## config.mk

```make
export PLATFORM = sky130hd
export DESIGN_NAME = whack_scorer
export DESIGN_NICKNAME = d
export VERILOG_FILES = /design/src/rtl/whack_scorer.sv
export SDC_FILE = /design/constraint.sdc
export NUM_CORES = 1
export LEC_CHECK = 0
export CORE_MARGIN = 5
export CORE_UTILIZATION = 53
export DETAILED_ROUTE_END_ITERATION = 8
export PLACE_DENSITY = 0.76
export SLEW_MARGIN = 25
export SYNTH_ARGS = -nofsm -noshare
export SYNTH_HDL_FRONTEND = slang
export SYNTH_SLANG_ARGS = --single-unit
```

## constraint.sdc

```tcl
create_clock -name CLOCK_50 -period 1.99 [get_ports CLOCK_50]
set_clock_uncertainty 0.2 [all_clocks]
set_input_delay 0.2985 -clock CLOCK_50 [delete_from_list [all_inputs] [get_ports CLOCK_50]]
set_output_delay 0.2985 -clock CLOCK_50 [all_outputs]
set_load 0.005 [all_outputs]
```

## src/rtl/whack_scorer.sv

```systemverilog
// Whack-a-mole judge: syncs and debounces the four active-low keys, scores hits
// and misses against the latched mole target, and flags game over.
module whack_scorer #(
   parameter int DEBOUNCE_CYCLES = 500000,
   parameter int MAX_MISSES      = 5,
   parameter int SCORE_W         = 8
) (
   input  logic               CLOCK_50,
   input  logic               reset,
   input  logic [3:0]         mole,
   input  logic               mole_new,
   input  logic [3:0]         KEY,
   output logic [3:0]         mole_show,
   output logic [SCORE_W-1:0] score,
   output logic [3:0]         misses,
   output logic               hit_pulse,
   output logic               miss_pulse,
   output logic               game_over
);

   localparam int CNT_W = (DEBOUNCE_CYCLES > 1) ? $clog2(DEBOUNCE_CYCLES) : 1;
   localparam logic [CNT_W-1:0] CNT_LAST = CNT_W'(DEBOUNCE_CYCLES - 1);

   typedef enum logic [1:0] {IDLE, ARMED, WAIT, OVER} state_t;

   state_t             state, state_n;
   logic [3:0]         sync1, sync2, level, db, db_prev, press;
   logic [3:0]         target, target_n;
   logic [SCORE_W-1:0] score_n;
   logic [3:0]         misses_n;
   logic               hit_n, miss_n, do_miss;
   logic               valid, hit, wrong;

   always_ff @(posedge CLOCK_50) begin
      if (reset) begin
         sync1   <= 4'hF;
         sync2   <= 4'hF;
         db_prev <= 4'h0;
      end else begin
         sync1   <= KEY;
         sync2   <= sync1;
         db_prev <= db;
      end
   end

   assign level = ~sync2;

   // A flip needs DEBOUNCE_CYCLES consecutive samples that disagree with db.
   for (genvar i = 0; i < 4; i++) begin : g_deb
      logic [CNT_W-1:0] cnt;
      logic             db_bit;
      always_ff @(posedge CLOCK_50) begin
         if (reset) begin
            cnt    <= '0;
            db_bit <= 1'b0;
         end else if (level[i] != db_bit) begin
            if (cnt == CNT_LAST) begin
               db_bit <= level[i];
               cnt    <= '0;
            end else begin
               cnt <= cnt + CNT_W'(1);
            end
         end else begin
            cnt <= '0;
         end
      end
      assign db[i] = db_bit;
   end

   assign press = db & ~db_prev;
   assign valid = mole_new && (mole != 4'd0) && ((mole & (mole - 4'd1)) == 4'd0);
   assign wrong = |(press & ~target);
   assign hit   = |(press & target) && !wrong;

   always_comb begin
      state_n  = state;
      target_n = target;
      score_n  = score;
      misses_n = misses;
      hit_n    = 1'b0;
      miss_n   = 1'b0;
      do_miss  = 1'b0;
      case (state)
         IDLE, WAIT: begin
            if (valid) begin
               target_n = mole;
               state_n  = ARMED;
            end
         end
         ARMED: begin
            if (wrong) begin
               do_miss = 1'b1;
               state_n = WAIT;
            end else if (hit) begin
               score_n = (score == '1) ? score : score + SCORE_W'(1);
               hit_n   = 1'b1;
               state_n = WAIT;
            end else if (valid) begin
               do_miss = 1'b1;
            end
            // A press in the same cycle was judged against the old target above.
            if (valid) begin
               target_n = mole;
               state_n  = ARMED;
            end
         end
         default: ;
      endcase
      if (do_miss) begin
         misses_n = misses + 4'd1;
         miss_n   = 1'b1;
         if (misses_n == 4'(MAX_MISSES)) state_n = OVER;
      end
   end

   always_ff @(posedge CLOCK_50) begin
      if (reset) begin
         state      <= IDLE;
         target     <= 4'h0;
         score      <= '0;
         misses     <= 4'h0;
         hit_pulse  <= 1'b0;
         miss_pulse <= 1'b0;
         game_over  <= 1'b0;
         mole_show  <= 4'h0;
      end else begin
         state      <= state_n;
         target     <= target_n;
         score      <= score_n;
         misses     <= misses_n;
         hit_pulse  <= hit_n;
         miss_pulse <= miss_n;
         game_over  <= (state_n == OVER);
         mole_show  <= (state_n == ARMED) ? target_n : 4'h0;
      end
   end

endmodule

```

==> results_dict.tcl, run 1 <==
set metrics [dict create \
    dieArea_um2 11900 \
    ir_drop_v 0.000526 \
    min_path_type "in -> reg" \
    synth_area_leader_cell "dfxtp_1" \
    setup_viol 6 \
    insertedDiodeCount 0 \
    fillers 647 \
    syn-instance-count 584 \
    power_frac_seq_pct 39.6 \
    worstPathMaxFanout 5 \
    p_int_mw 4.74 \
    rows 36 \
    synth_fp_nets 602 \
    ff_latch_area_um2 2370 \
    worstMarginPinSlew_ps 456 \
    relSlewSlack_pct 69.5 \
    crit_type "reg -> reg" \
    critPathSlowestCell "o41ai_4" \
    dp_hpwl_um 7370 \
    wl_per_cell_um 14.4 \
    path_buf_inv 1 \
    cpLargestDelayFamily "simple AND/OR/NAND/NOR gates" \
    p_sw_share_pct 20.6 \
    final_area_um2 6940 \
    yosys_register_bits 117 \
    netlist.area_leader.share_pct 44.9 \
    synthFlopType "dfxtp_1" \
    worst_slack_ps -37.8 \
    violations "negative setup slack" \
    postPlaceCellArea_um2 6060 \
    clockPowerShare_pct 57.3 \
    hold_buffers 0 \
    io_pins 30 \
    power.switching_mw 1.23 \
    fmax_mhz 493 \
    critical_path.max_stage_delay_ps 480 \
    yosysUniqueCellTypes 61 \
    area.growth.synth_to_final_pct 33.1 \
    power_density_nw_per_um2 861 \
    port-buffer-count 29 \
    multi_input_area_um2 2830 \
    ys.warnings.count 0 \
    drc 0 \
    clock_latency_ps 520 \
    synth.top_cells.by_area "dfxtp_1 (45%), nor2_1 (8.3%), xor2_1 (7.1%)" \
    cts_buffer_depth 2 \
    syn-cell-area_um2 5210 \
    rsz0062_at_grt "true" \
    clk_pin_slew_worst_paths_ps 60 \
    synth-edff-count 0 \
    grt_pass1_wl_um 19400 \
    cp.required_ps 2200 \
    viasPerCell 5.37 \
    numCtsBuffers 17 \
    critPathMostFrequentCell "nand4_1" \
    cts_tree "yes" \
    holdWs_ps 194 \
    coreArea_um2 9680 \
    hold_viol 0 \
    drive_above_1_share_pct 23.3 \
    yosysSeqAreaShare_pct 44.9 \
    gp_congestion 0.841 \
    grtUsageTotal_pct 20.3 \
    post-route-min-period_ps 2030 \
    grt_antenna_before_repair 0 \
    die_h_um 109 \
    path_cells "buf_6, nand3b_1, nand4_1, o41ai_4, nand4_1, mux2_4" \
    die_x_um 109 \
    dr_total_vias 4439 \
    wirelength_um 11900 \
    end_kind "register" \
    pre_cts_ws_ps -600 \
    fin_util_pct 71.7 \
    status "finished with violations" \
    grt_max_degree 20 \
    cp.arrival_ps 2240 \
    drt_iter0_markers 188 \
    max-cap-violations 0 \
    grt_overflow 0 \
    clkSinkCount 117 \
    combPwrFrac_pct 3.1 \
    slew_viol_final 0 \
    period_share_pct 102 \
    cp-start-kind "register" \
    initial_core_util_pct 53.8 \
    grt_pass1_vias 4385 \
    htree_levels 4 \
    root_buffer "clkbuf_8" \
    postSynthAreaPerCell_um2 8.93 \
    power_leakage_nw 2.50 \
    ant_nets 0 \
    drt-pass1-iter-count 4 \
    postSynth.asyncResetShare_pct 0 \
    finalNetCount 699 \
]
[registers in the layout, summed over array words and instances (netlist names), 2 cells and up]
register      count
db_prev           4
g_deb.cnt        76
g_deb.db_bit      4
misses            4
mole_show         4
score             8
state             2
sync1             4
sync2             4
target            4
[worst reg2reg max path, delay by kind of cell, from the launching register on]
family / cells / cell delay (ps)
and+or+nand+nor: 3 / 490
buffers and inverters: 1 / 120
DFF: 1 / 310
AOI/OAI and AO/OA: 1 / 480
muxes: 1 / 320
[cell type report]
| type | instances | area share (%) |
|---|---|---|
| flip-flops and latches | 117 | 34.1 |
| repair buffers | 94 | 12.1 |
| clock buffers | 17 | 5.97 |
| inverters | 20 | 1.08 |
| clock inverters | 15 | 3.64 |
| well taps | 133 | 2.40 |
| multi-input cells | 431 | 40.7 |
[stage by stage]
step	std cells	TNS, ps	power, mW
after floorplan	584	-105	2.51
after global placement	792	-5100	2.58
after detailed placement	792	-6400	2.58
after CTS	825	-49.9	6.00
after global routing	827	-1360	6.15
final	827	-119	5.98
[placed cells by master, fill, tap and decap left out, types with 20 or more instances in the layout]
| cell type | synthesis | routed |
|---|---|---|
| inv_1 | 20 | 20 |
| nand2_1 | 31 | 31 |
| xnor2_1 | 35 | 35 |
| nand4_1 | 24 | 24 |
| clkdlybuf4s50_1 | 0 | 26 |
| dfxtp_1 | 117 | 99 |
| nor2_1 | 115 | 114 |
| buf_4 | 4 | 55 |
| nand3_1 | 34 | 33 |
| xor2_1 | 42 | 41 |
[power by group through the flow]
stage	Clock, mW	Combinational [mW]	Sequential, mW
final	3.43	0.185	2.36
after global routing	3.58	0.201	2.37
after CTS	3.46	0.177	2.37
after detailed placement	0	0.168	2.42
after global placement	0	0.163	2.42
after floorplan	0	0.0956	2.42
[Yosys cell counts (all sizes together), types with 2 or more instances]
| library cell | n |
|---|---|
| nand4 | 24 |
| dfxtp | 117 |
| o21ai | 10 |
| a21oi | 13 |
| and4 | 9 |
| xnor2 | 35 |
| nor2b | 10 |
| and3 | 6 |
| nor3b | 5 |
| inv | 20 |
| nand3 | 34 |
| or4 | 2 |
| buf | 7 |
| nor4 | 9 |
| o41ai | 5 |
| nor2 | 115 |
| a211o | 2 |
| or4b | 2 |
| xor2 | 42 |
| clkbuf | 9 |
| or2 | 10 |
| mux2i | 3 |
| or3 | 6 |
| nand3b | 5 |
| ha | 7 |
| a211oi | 6 |
| nor3 | 8 |
| nand2 | 31 |
| nor4b | 5 |
| and2 | 9 |
[kinds of logic after synthesis]
family	Yosys count	share of synthesized area, %
AO/OA/AOI/OAI	48	6.94
AND/OR/NAND/NOR	294	29.1
XOR/XNOR	77	12.9
flip-flops	117	44.9
adder cells (fa/ha/maj)	8	1.87
buffers and inverters	36	3.46
multiplexers	4	0.792
[final timing paths]
| kind | cells after the start | to | slack [ps] | start |
|---|---|---|---|---|
| worst max-delay path | 6 | misses[3] | -40 | g_deb[3].db_bit |
| worst min-delay path | 2 | sync1[0] | 190 | KEY[0] |
| worst max register to register | 6 | misses[3] | -40 | g_deb[3].db_bit |
| worst min register to register | 1 | sync2[0] | 210 | sync1[0] |
[metal layers]
metal / part of all wire [%] / track usage (%)
met5: 0 / 0
met1: 43 / 23.5
met2: 51 / 35.5
met3: 3.5 / 4.91
met4: 2.1 / 8.99
[repair_timing]
| item | 4_1_cts | 5_1_grt |
|---|---|---|
| buffers inserted | 1 | 2 |
| pin swaps | 5 | 15 |
| setup endpoints to repair | 16 | 64 |
| gates resized for setup | 21 | 37 |
Power figures use the tool's default switching activity.
==> run 2: changes to the inputs <==
--- a/config.mk
+++ b/config.mk
@@ -9,6 +9,7 @@
 export CORE_UTILIZATION = 53
 export DETAILED_ROUTE_END_ITERATION = 8
 export PLACE_DENSITY = 0.76
+export SKIP_LAST_GASP = 1
 export SLEW_MARGIN = 25
 export SYNTH_ARGS = -nofsm -noshare
 export SYNTH_HDL_FRONTEND = slang
==> run 2 against run 1 <==
The flow still finishes with violations (negative setup slack). Sequential share of layout area hardly changed. Cell count stayed put. Non-clock buffer count stayed put. Critical path type unchanged. Design area is 0.13% lower. Critical path depth stayed put. Worst hold slack better by 2.3 ps. Utilization is 0.091 points lower.
==> results_dict.tcl, run 2 (synthesized netlist as in run 1, its figures left out) <==
set metrics [dict create \
    status "finished with violations" \
    violations "negative setup slack" \
    root_buffer "clkbuf_8" \
    cp.arrival_ps 2230 \
    io_pins 30 \
    final_cell_mix "nor2_1 (114), dfxtp_1 (100), buf_4 (55)" \
    cp.required_ps 2190 \
    cpLargestDelayFamily "compound AO/OA/AOI/OAI gates" \
    htree_levels 4 \
    dieArea_um2 11900 \
    slew_viol_final 0 \
    hold_buffers 0 \
    pre_cts_ws_ps -600 \
    wl_per_cell_um 14.3 \
    clkSinkCount 117 \
    grt_pass1_wl_um 19400 \
    ir_drop_v 0.000526 \
    end_kind "register" \
    grt_overflow 0 \
    path_cells "buf_6, nand3b_1, nand4_1, o41ai_4, nand4_1, mux2_1" \
    largest_reg_flops 76 \
    area.growth.synth_to_final_pct 33.0 \
    insertedDiodeCount 0 \
    setup_viol 4 \
    power_leakage_nw 2.50 \
    cp-start-kind "register" \
    dr_total_vias 4441 \
    max-cap-violations 0 \
    hold_viol 0 \
    coreArea_um2 9680 \
    drive_above_1_share_pct 22.9 \
    dp_hpwl_um 7370 \
    min_path_type "in -> reg" \
    rows 36 \
    drt-pass1-iter-count 4 \
    cts_buffer_depth 2 \
    gp_congestion 0.841 \
    clk_pin_slew_worst_paths_ps 60 \
    numCtsBuffers 17 \
    worst_slack_ps -34.4 \
    viasPerCell 5.37 \
    ant_nets 0 \
    critPathMostFrequentCell "nand4_1" \
    die_h_um 109 \
    drt_iter0_markers 176 \
    relSlewSlack_pct 69.7 \
    drc 0 \
    rsz0062_at_grt "true" \
    largest_registers "g_deb.cnt x76, score x8" \
    grt_pass1_vias 4385 \
    worstMarginPinSlew_ps 452 \
    initial_core_util_pct 53.8 \
    finalNetCount 699 \
    fillers 648 \
    cts_tree "yes" \
    holdWs_ps 196 \
    grt_antenna_before_repair 0 \
    path_buf_inv 1 \
    critPathSlowestCell "o41ai_4" \
    crit_type "reg -> reg" \
    tns_ps -95.2 \
    port-buffer-count 29 \
    post-route-min-period_ps 2020 \
    wirelength_um 11800 \
    die_x_um 109 \
    power_density_nw_per_um2 862 \
    period_share_pct 102 \
    clock_latency_ps 520 \
    layout_commonest_cell "nor2_1" \
    grtUsageTotal_pct 20.3 \
    critical_path.max_stage_delay_ps 480 \
    grt_max_degree 20 \
    fmax_mhz 494 \
    worstPathMaxFanout 5 \
    largest-register "g_deb.cnt" \
]
-- run 2: stage by stage --
step	util, %	instance area (um^2)	total power, mW	cells
5_1_grt	71.6	6930	6.15	827
6_report	71.6	6930	5.98	827
3_3_place_gp	62.6	6060	2.58	792
3_5_place_dp	62.6	6060	2.58	792
4_1_cts	70.2	6800	6.00	825
2_1_floorplan	-	5220	2.51	584
-- run 2: timing repair --
| item | 4_1_cts | 5_1_grt |
|---|---|---|
| pin swaps | 5 | 15 |
| endpoints found under the setup margin | 16 | 64 |
| setup buffers | 1 | 2 |
| gates resized for setup | 21 | 34 |
-- run 2: layer usage --
metal	global-route usage, %	up-vias	wire length [um]
met1	23.5	2114	5100
li1	-	2210	-
met4	8.99	0	248
met5	0	-	0
met2	35.5	91	6020
met3	4.91	26	417
-- run 2: worst paths after layout --
check | from | to | slack (ps) | cells after the start
hold / removal | KEY[1] | sync1[1] | 200 | 2
hold reg to reg | sync1[0] | sync2[0] | 210 | 1
setup reg to reg | g_deb[3].db_bit | misses[3] | -30 | 6
setup / recovery | g_deb[3].db_bit | misses[3] | -30 | 6
-- run 2: layout make-up --
type                       instances  area (um^2)  share of cell area, %
multi-input combinational        431         2820                   40.7
sequential                       117         2370                   34.1
timing repair buffer              94          837                   12.1
clock buffer                      17          414                   5.97
clock inverter                    15          253                   3.65
tap                              133          166                   2.40
inverter                          20         75.1                   1.08
-- run 2: power by group --
part	switching, mW	internal, mW	leakage [nW]
combinational	0.0951	0.0900	1.23
sequential	0.00821	2.36	0.953
clock	1.13	2.30	0.319
==> run 3: changes to the inputs <==
--- a/config.mk
+++ b/config.mk
@@ -5,6 +5,7 @@
 export SDC_FILE = /design/constraint.sdc
 export NUM_CORES = 1
 export LEC_CHECK = 0
+export CORE_ASPECT_RATIO = 1.4
 export CORE_MARGIN = 5
 export CORE_UTILIZATION = 53
 export DETAILED_ROUTE_END_ITERATION = 8
@@ -14,3 +15,4 @@
 export SYNTH_ARGS = -nofsm -noshare
 export SYNTH_HDL_FRONTEND = slang
 export SYNTH_SLANG_ARGS = --single-unit
+export TNS_END_PERCENT = 1
==> run 3 against run 2 <==
Setup slack improved by 48 ps. Cell count decreased by 0.73%. Critical endpoint is now mole_show[0]. Routed wire length decreased by 7.9%. Worst hold slack improved by 11 ps. Combinational power decreased by 8%. The run now ends clean. First-iteration DRC count increased by 10%. Clock power decreased by 15%. Design area decreased by 3.6%.
==> results_dict.tcl, run 3 (synthesized netlist as in run 1, its figures left out) <==
set metrics [dict create \
    io_pins 30 \
    grt_max_degree 20 \
    min_path_type "reg -> reg" \
    rows 42 \
    power_mw 5.46 \
    grt_pass1_wl_um 18500 \
    area.growth.synth_to_final_pct 28.2 \
    hold_viol 0 \
    relSlewSlack_pct 61.8 \
    drive_above_1_share_pct 17.7 \
    insertedDiodeCount 0 \
    final_cell_mix "dfxtp_1 (116), nor2_1 (115), buf_4 (60)" \
    cp-start-kind "register" \
    initial_core_util_pct 54.5 \
    holdWs_ps 207 \
    worstMarginPinSlew_ps 572 \
    crit_type "reg -> reg" \
    gp_congestion 0.845 \
    ir_drop_v 0.000658 \
    die_h_um 127 \
    numCtsBuffers 17 \
    htree_levels 4 \
    end_kind "register" \
    tns_ps 0 \
    cts_tree "yes" \
    cp.arrival_ps 2130 \
    power_density_nw_per_um2 817 \
    dieArea_um2 11900 \
    ant_nets 0 \
    fillers 716 \
    clkSinkCount 117 \
    fmax_mhz 506 \
    coreArea_um2 9560 \
    cp.required_ps 2150 \
    drt_iter0_markers 194 \
    power_leakage_nw 2.40 \
    viasPerCell 5.26 \
    wl_per_cell_um 13.2 \
    largest-register "g_deb.cnt" \
    clock_latency_ps 410 \
    largest_registers "g_deb.cnt x76, score x8" \
    grt_antenna_before_repair 0 \
    drc 0 \
    layout_commonest_cell "dfxtp_1" \
    die_x_um 93.8 \
    port-buffer-count 29 \
    clk_pin_slew_worst_paths_ps 50 \
    fin_cells 821 \
    cts_buffer_depth 2 \
    post-route-min-period_ps 1980 \
    status "finished, final reports clean" \
    max-cap-violations 0 \
    postPlaceCellArea_um2 6030 \
    grt_overflow 0 \
    finalNetCount 696 \
    root_buffer "clkbuf_16" \
    slew_viol_final 0 \
    dp_hpwl_um 7610 \
    wirelength_um 10900 \
    period_share_pct 99.3 \
    final_area_um2 6680 \
    post-place-cells 789 \
    worstPathMaxFanout 4 \
    setup_viol 0 \
    grt_pass1_vias 4197 \
    drt-pass1-iter-count 4 \
    largest_reg_flops 76 \
    rsz0062_at_grt "true" \
    dr_total_vias 4322 \
    grtUsageTotal_pct 19.3 \
]
-- run 3: changes by cell type in the layout (fill, tap and decap cells not counted), moves of 5 or more --
| cell | before | now |
|---|---|---|
| buf_6 | 8 | 1 |
| dfxtp_1 | 100 | 116 |
| buf_4 | 55 | 60 |
| dfxtp_2 | 16 | 1 |
-- run 3: worst paths after layout --
path,start,to,slack (ps),depth (start not counted)
hold / removal,sync1[3],sync2[3],210,1
setup / recovery,db_prev[1],mole_show[0],10,6
setup reg to reg,db_prev[1],mole_show[0],10,6
hold reg to reg,sync1[3],sync2[3],210,1
-- run 3: stage by stage --
step                      setup slack, ps  utilization [%]
after global routing                -58.7             69.9
after global placement               -549             63.0
after CTS                            9.54             69.6
after floorplan                      -105                -
after detailed placement             -632             63.0
final                                13.4             69.9
-- run 3: metal layers --
layer | wire length, um | track usage [%]
met5 | 0 | 0
met3 | 345 | 5.18
met1 | 4490 | 20.6
met2 | 5780 | 34.9
met4 | 247 | 8.84
-- run 3: layout make-up --
class / count / area [um^2] / share of cell area, %
sequential: 117 / 2340 / 35.1
inverter: 20 / 75.1 / 1.12
multi-input combinational: 431 / 2760 / 41.3
clock inverter: 9 / 104 / 1.55
tap: 132 / 165 / 2.47
clock buffer: 21 / 470 / 7.04
timing repair buffer: 91 / 767 / 11.5
-- run 3: what timing repair did --
item                                    CTS  global route
hold buffers                              0             0
pin swaps                                 5             0
endpoints found under the setup margin    9            54
setup buffers                             2             0
gates resized for setup                  11             5
-- run 3: worst max-delay path, stage by stage, from the launching register on --
cell and delay [ps]:
dfxtp_1 400, nor3b_4 80, o41ai_4 390, o41ai_4 150, buf_4 170, a2111oi_4 350
and2_1 180
-- run 3: where the power goes --
part | internal, mW | switching, mW | leakage (nW)
logic | 0.0835 | 0.0875 | 1.18
registers | 2.36 | 0.00820 | 0.945
clock network | 1.91 | 1.01 | 0.281
total | 4.36 | 1.10 | 2.40
